<file path="config.mk">
export PLATFORM = sky130hd
export DESIGN_NAME = iob_membus_arbiter
export DESIGN_NICKNAME = d
export VERILOG_FILES = /design/src/rtl/iob_membus_arbiter.sv
export SDC_FILE = /design/constraint.sdc
export NUM_CORES = 1
export LEC_CHECK = 0
export ABC_CLOCK_PERIOD_IN_PS = 3300
export CORE_AREA = 2 2 122 124
export CTS_CLUSTER_SIZE = 8
export DETAILED_ROUTE_END_ITERATION = 8
export DIE_AREA = 0 0 124 126
export PLACE_DENSITY_LB_ADDON = 0.2
export REMOVE_ABC_BUFFERS = 1
export SYNTH_ARGS = -nofsm -noshare
export SYNTH_HDL_FRONTEND = slang
export SYNTH_SLANG_ARGS = --single-unit
</file>
<file path="constraint.sdc">
create_clock -name clk -period 3.3 [get_ports clk]
set_clock_uncertainty 0.05 [all_clocks]
set_input_delay 0.66 -clock clk [delete_from_list [all_inputs] [get_ports clk]]
set_output_delay 0.66 -clock clk [all_outputs]
set_load 0.03 [all_outputs]
</file>
<file path="src/rtl/iob_membus_arbiter.sv">
// Two-master, one-slave arbiter for the native valid/ready memory bus.
// Master 0 is the instruction bus, master 1 the data bus. Ties are broken
// round-robin. A grant is held until the slave answers, the granted master
// withdraws its request, or the watchdog forces completion.
module iob_membus_arbiter #(
  parameter int ADDR_W  = 32,
  parameter int DATA_W  = 32,
  parameter int TIMEOUT = 255
) (
  input  logic                clk,
  input  logic                rst,
  // master 0 (instruction bus)
  input  logic                m0_valid,
  input  logic [ADDR_W-1:0]   m0_addr,
  input  logic [DATA_W-1:0]   m0_wdata,
  input  logic [DATA_W/8-1:0] m0_wstrb,
  output logic [DATA_W-1:0]   m0_rdata,
  output logic                m0_ready,
  // master 1 (data bus)
  input  logic                m1_valid,
  input  logic [ADDR_W-1:0]   m1_addr,
  input  logic [DATA_W-1:0]   m1_wdata,
  input  logic [DATA_W/8-1:0] m1_wstrb,
  output logic [DATA_W-1:0]   m1_rdata,
  output logic                m1_ready,
  // shared slave port
  output logic                s_valid,
  output logic [ADDR_W-1:0]   s_addr,
  output logic [DATA_W-1:0]   s_wdata,
  output logic [DATA_W/8-1:0] s_wstrb,
  input  logic [DATA_W-1:0]   s_rdata,
  input  logic                s_ready,
  // sticky watchdog expiry flag
  output logic                timeout_err
);

  localparam int STRB_W = DATA_W / 8;
  // A zero TIMEOUT disables the watchdog; keep the counter one bit wide then.
  localparam int CNT_W = (TIMEOUT > 0) ? $clog2(TIMEOUT + 1) : 1;
  localparam logic [CNT_W-1:0] CNT_MAX = CNT_W'(TIMEOUT);

  typedef enum logic {
    ST_IDLE = 1'b0,
    ST_BUSY = 1'b1
  } state_t;

  state_t           r_state;
  state_t           w_state_nxt;
  logic             r_sel;
  logic             w_sel_nxt;
  logic             r_last;
  logic             w_last_nxt;
  logic [CNT_W-1:0] r_cnt;
  logic [CNT_W-1:0] w_cnt_nxt;
  logic             r_timeout_err;
  logic             w_timeout_err_nxt;

  // Request fields of the currently selected master.
  logic              w_sel_valid;
  logic [ADDR_W-1:0] w_sel_addr;
  logic [DATA_W-1:0] w_sel_wdata;
  logic [STRB_W-1:0] w_sel_wstrb;
  logic              w_expire;
  logic              w_grant_ready;
  logic [DATA_W-1:0] w_grant_rdata;

  assign w_sel_valid = r_sel ? m1_valid : m0_valid;
  assign w_sel_addr  = r_sel ? m1_addr  : m0_addr;
  assign w_sel_wdata = r_sel ? m1_wdata : m0_wdata;
  assign w_sel_wstrb = r_sel ? m1_wstrb : m0_wstrb;

  assign timeout_err = r_timeout_err;

  // State register: grant, round-robin history, watchdog counter, error flag.
  // NOTE: sequential state uses non-blocking assignments so every register
  // samples the pre-edge value of the others, independent of statement order.
  always_ff @(posedge clk or posedge rst) begin
    if (rst) begin
      r_state       <= ST_IDLE;
      r_sel         <= 1'b0;
      r_last        <= 1'b1;
      r_cnt         <= '0;
      r_timeout_err <= 1'b0;
    end else begin
      r_state       <= w_state_nxt;
      r_sel         <= w_sel_nxt;
      r_last        <= w_last_nxt;
      r_cnt         <= w_cnt_nxt;
      r_timeout_err <= w_timeout_err_nxt;
    end
  end

  // Next-state decode and bus routing; all outputs are idle outside BUSY.
  // NOTE: every signal driven here gets a default first, so no path through
  // the case statement can leave one unassigned and infer a latch.
  always_comb begin
    w_state_nxt       = r_state;
    w_sel_nxt         = r_sel;
    w_last_nxt        = r_last;
    w_cnt_nxt         = r_cnt;
    w_timeout_err_nxt = r_timeout_err;
    w_expire          = 1'b0;
    w_grant_ready     = 1'b0;
    w_grant_rdata     = '0;
    s_valid           = 1'b0;
    s_addr            = '0;
    s_wdata           = '0;
    s_wstrb           = '0;
    m0_ready          = 1'b0;
    m0_rdata          = '0;
    m1_ready          = 1'b0;
    m1_rdata          = '0;

    case (r_state)
      ST_IDLE: begin
        // Requests are only sampled here, so s_valid never follows mX_valid
        // combinationally in IDLE.
        if (m0_valid || m1_valid) begin
          w_state_nxt = ST_BUSY;
          w_cnt_nxt   = '0;
          if (m0_valid && m1_valid) begin
            w_sel_nxt = ~r_last;
          end else begin
            w_sel_nxt = m1_valid;
          end
        end
      end

      ST_BUSY: begin
        w_expire      = (TIMEOUT != 0) && (r_cnt == CNT_MAX) && !s_ready && w_sel_valid;
        s_valid       = w_sel_valid && !w_expire;
        s_addr        = w_sel_addr;
        s_wdata       = w_sel_wdata;
        s_wstrb       = w_sel_wstrb;
        w_grant_ready = s_ready || w_expire;
        w_grant_rdata = w_expire ? '0 : s_rdata;
        if (r_sel) begin
          m1_ready = w_grant_ready;
          m1_rdata = w_grant_rdata;
        end else begin
          m0_ready = w_grant_ready;
          m0_rdata = w_grant_rdata;
        end

        if (s_ready) begin
          w_last_nxt  = r_sel;
          w_state_nxt = ST_IDLE;
        end else if (!w_sel_valid) begin
          // Master withdrew: drop the grant without touching the history.
          w_state_nxt = ST_IDLE;
        end else if (w_expire) begin
          w_last_nxt        = r_sel;
          w_timeout_err_nxt = 1'b1;
          w_state_nxt       = ST_IDLE;
        end else if (TIMEOUT != 0) begin
          w_cnt_nxt = r_cnt + 1'b1;
        end
      end

      default: begin
        w_state_nxt = ST_IDLE;
      end
    endcase
  end

endmodule

</file>
==> results.ini <==
[global_routing]
overflow = 0
grt_pass1_wl_um = 16600
gr-usage-met3_pct = 3.40
grt_use_met1_pct = 13.0
grt_antenna_before_repair = 0
grt_util_all_layers_pct = 13.7
grt_pass1_vias = 3192
grt_util_met2_pct = 28.0
grt_max_degree = 47
top_usage_layer = met2

[floorplanning]
dieArea_sq_um = 15600
start_util_pct = 14.9
chipHeight_um = 126
num_io_pins = 309
core.rowCount = 44
die_w_um = 124
core_area_sq_um = 14300

[sta]
max_freq_mhz = 334
finalHoldViolCount = 0
setup_violations = 0
min_period_ns = 3.00
grt_setup_unrepaired = no
drv_slew = 0
tightest_slew_ns = 0.600
maxSlewHeadroom_pct = 59.7
fin_crit_sh_pct = 90.8

[worst_setup_path]
crit_required_ns = 2.59
worst_ep_arrival_time_ns = 2.29
crit_chain = clkdlybuf4s50_1, mux2i_1, nor3_4, nor3_2, buf_4, and2_1, buf_4
critical-path-top-delay-family = buffers and inverters
critPathMaxStageDelay_ns = 0.56
cp_num_buf_inv = 3
crit_type = in -> out
cp_max_fo = 32
start_kind = primary input
end_kind = output pin
path_common_cell = buf_4
crit_slowest_cell = clkdlybuf4s50_1

[detailed_routing]
vias = 3214
drt_iter0_drc = 146
drt-pass1-iter-count = 4
drc = 0
route.final.wire_length_um = 11700
via_per_inst = 4.15
postRouteAntennaNets = 0
wl_per_cell_um = 15.1

[clock_network]
clk_pin_slew_worst_paths_ns = 0.05
numClockSinks = 12
clk_latency_ns = 0.24
cts_setup_buffers = 0
htreeDepth = 1
ctsHoldBuffers = 0
cts_root_buffer = clkbuf_16
cts_tree = yes
cts-buffers-inserted = 3
clockBufferDepth = 2
cts_resized = 0

[yosys]
synth_top_area_share_pct = 33.4
avgSynthCellArea_sq_um = 7.27
synth_edf_count = 0
synth_warnings = 0
synthCells = 293
synth_area_leaders = mux2i_1, and2_1, nor2_1, dfrtp_1, buf_2
synth_seq_cells = 12
synth_seq_area_share_pct = 14.2
synthArstFlopShare_pct = 100
ys_types = 32
yosys-top-cells-count = nor2_1, mux2i_1, and2_1, buf_2, dfrtp_1
synth_area_sq_um = 2130
synthMostInstantiatedCell = nor2_1
ys.flop_type = dfrtp_1
synth_area_leader_cell = mux2i_1

[pwr]
p_seq_share_pct = 6.9
powerDensity_nw_per_um2 = 691
power.internal_w = 0.00173
switchingPower_w = 0.00196
comb_power_share_pct = 86.2
power_frac_clock_pct = 6.8
leakagePower_nw = 2.39
p_sw_share_pct = 53.1
p_total_w = 0.00370
ir_worst_vdd_v = 0.000252

[cells_and_area]
drive_gt1_share_pct = 14.9
n_antenna_cell = 0
area_growth_pct = 151
nNetsFinal = 765
finish.utilization_pct = 37.4

[place]
place_congestion = 0.792
port_buffers = 308
hpwl_um = 10100

[outcome]
outcome = finished, final reports clean

[job]
drv_cap = 0

[min_path]
min_path_type = reg -> reg

## layout make-up
type | instances | area, sq um
Clock buffer | 4 | 88.8
Fill cell | 1488 | 8960
Inverter | 5 | 18.8
Multi-Input combinational cell | 253 | 1700
Sequential cell | 12 | 305
Tap cell | 184 | 230
Timing Repair Buffer | 316 | 3000
## final timing paths
kind                       depth (start not counted)  slack (ns)         from           to
min                                                1        0.45  timeout_err  timeout_err
max reg2reg                                        4        1.28        r_sel     r_cnt[5]
min reg2reg                                        1        0.45  timeout_err  timeout_err
min in group asynchronous                          2        0.68          rst     r_cnt[0]
max in group asynchronous                          2        2.15          rst        r_sel
max                                                7        0.30     m0_valid  m0_rdata[2]
## routing by layer
metal	wire (um)	vias to the layer above	share of wire, %
met4	273	0	2.3
met1	3880	1427	33
met5	0	-	0
li1	-	1577	-
met2	6200	196	53
met3	1340	14	11
## flip-flops by register name, summed over array words and instances, names as in the netlist
register	flops
r_cnt	8
r_last	1
r_sel	1
r_state	1
timeout_err	1
## worst reg2reg max path, stage by stage, from the launching register on
cell and delay (ns):
dfrtp_4 0.59, mux2_2 0.31, o2111ai_2 0.30, or4b_1 0.57, o211ai_1 0.11
## power groups by stage
stage                     clock network [W]  registers, W  logic (W)
after floorplan                           0      0.000375    0.00182
after global placement                    0      0.000255    0.00322
after detailed placement                  0      0.000259    0.00322
after CTS                          0.000253      0.000256    0.00323
after global routing               0.000264      0.000265    0.00340
final                              0.000253      0.000256    0.00319
## per-stage QoR
step	TNS, ns	hold slack, ns	std cells	cell area [sq um]	setup WS (ns)
detailed placement	0	0.449	770	5260	0.283
floorplan	-130.45	0.440	270	2020	-1.40
global route	0	0.475	774	5350	0.151
global placement	0	0.418	770	5260	0.288
CTS	0	0.464	774	5350	0.286
finish	0	0.448	774	5350	0.303
## layout by cell type (no fill, tap or decap), types with 2 or more instances in the layout
| cell type | Yosys | final |
|---|---|---|
| buf_12 | 0 | 2 |
| nor2_1 | 76 | 76 |
| dfrtp_1 | 11 | 10 |
| o21ai_1 | 2 | 2 |
| o211ai_1 | 3 | 3 |
| inv_1 | 4 | 4 |
| nand2_1 | 9 | 9 |
| buf_4 | 0 | 72 |
| o31ai_1 | 3 | 3 |
| clkbuf_16 | 0 | 3 |
| mux2i_1 | 71 | 71 |
| clkdlybuf4s50_1 | 0 | 242 |
| o21ai_0 | 2 | 2 |
| nand3_1 | 6 | 6 |
| and2_1 | 64 | 64 |
| nor3_2 | 2 | 2 |
## logic make-up (layout without fill, tap and decap cells)
group | Yosys count | count (layout) | share of synthesized area (%)
simple gates | 165 | 165 | 40.0
buf+inv | 28 | 325 | 5.87
mux | 73 | 73 | 34.4
compound gates | 14 | 14 | 4.93
flops | 12 | 12 | 14.2
fa+ha+maj | 1 | 1 | 0.587
Power figures use the tool's default switching activity.
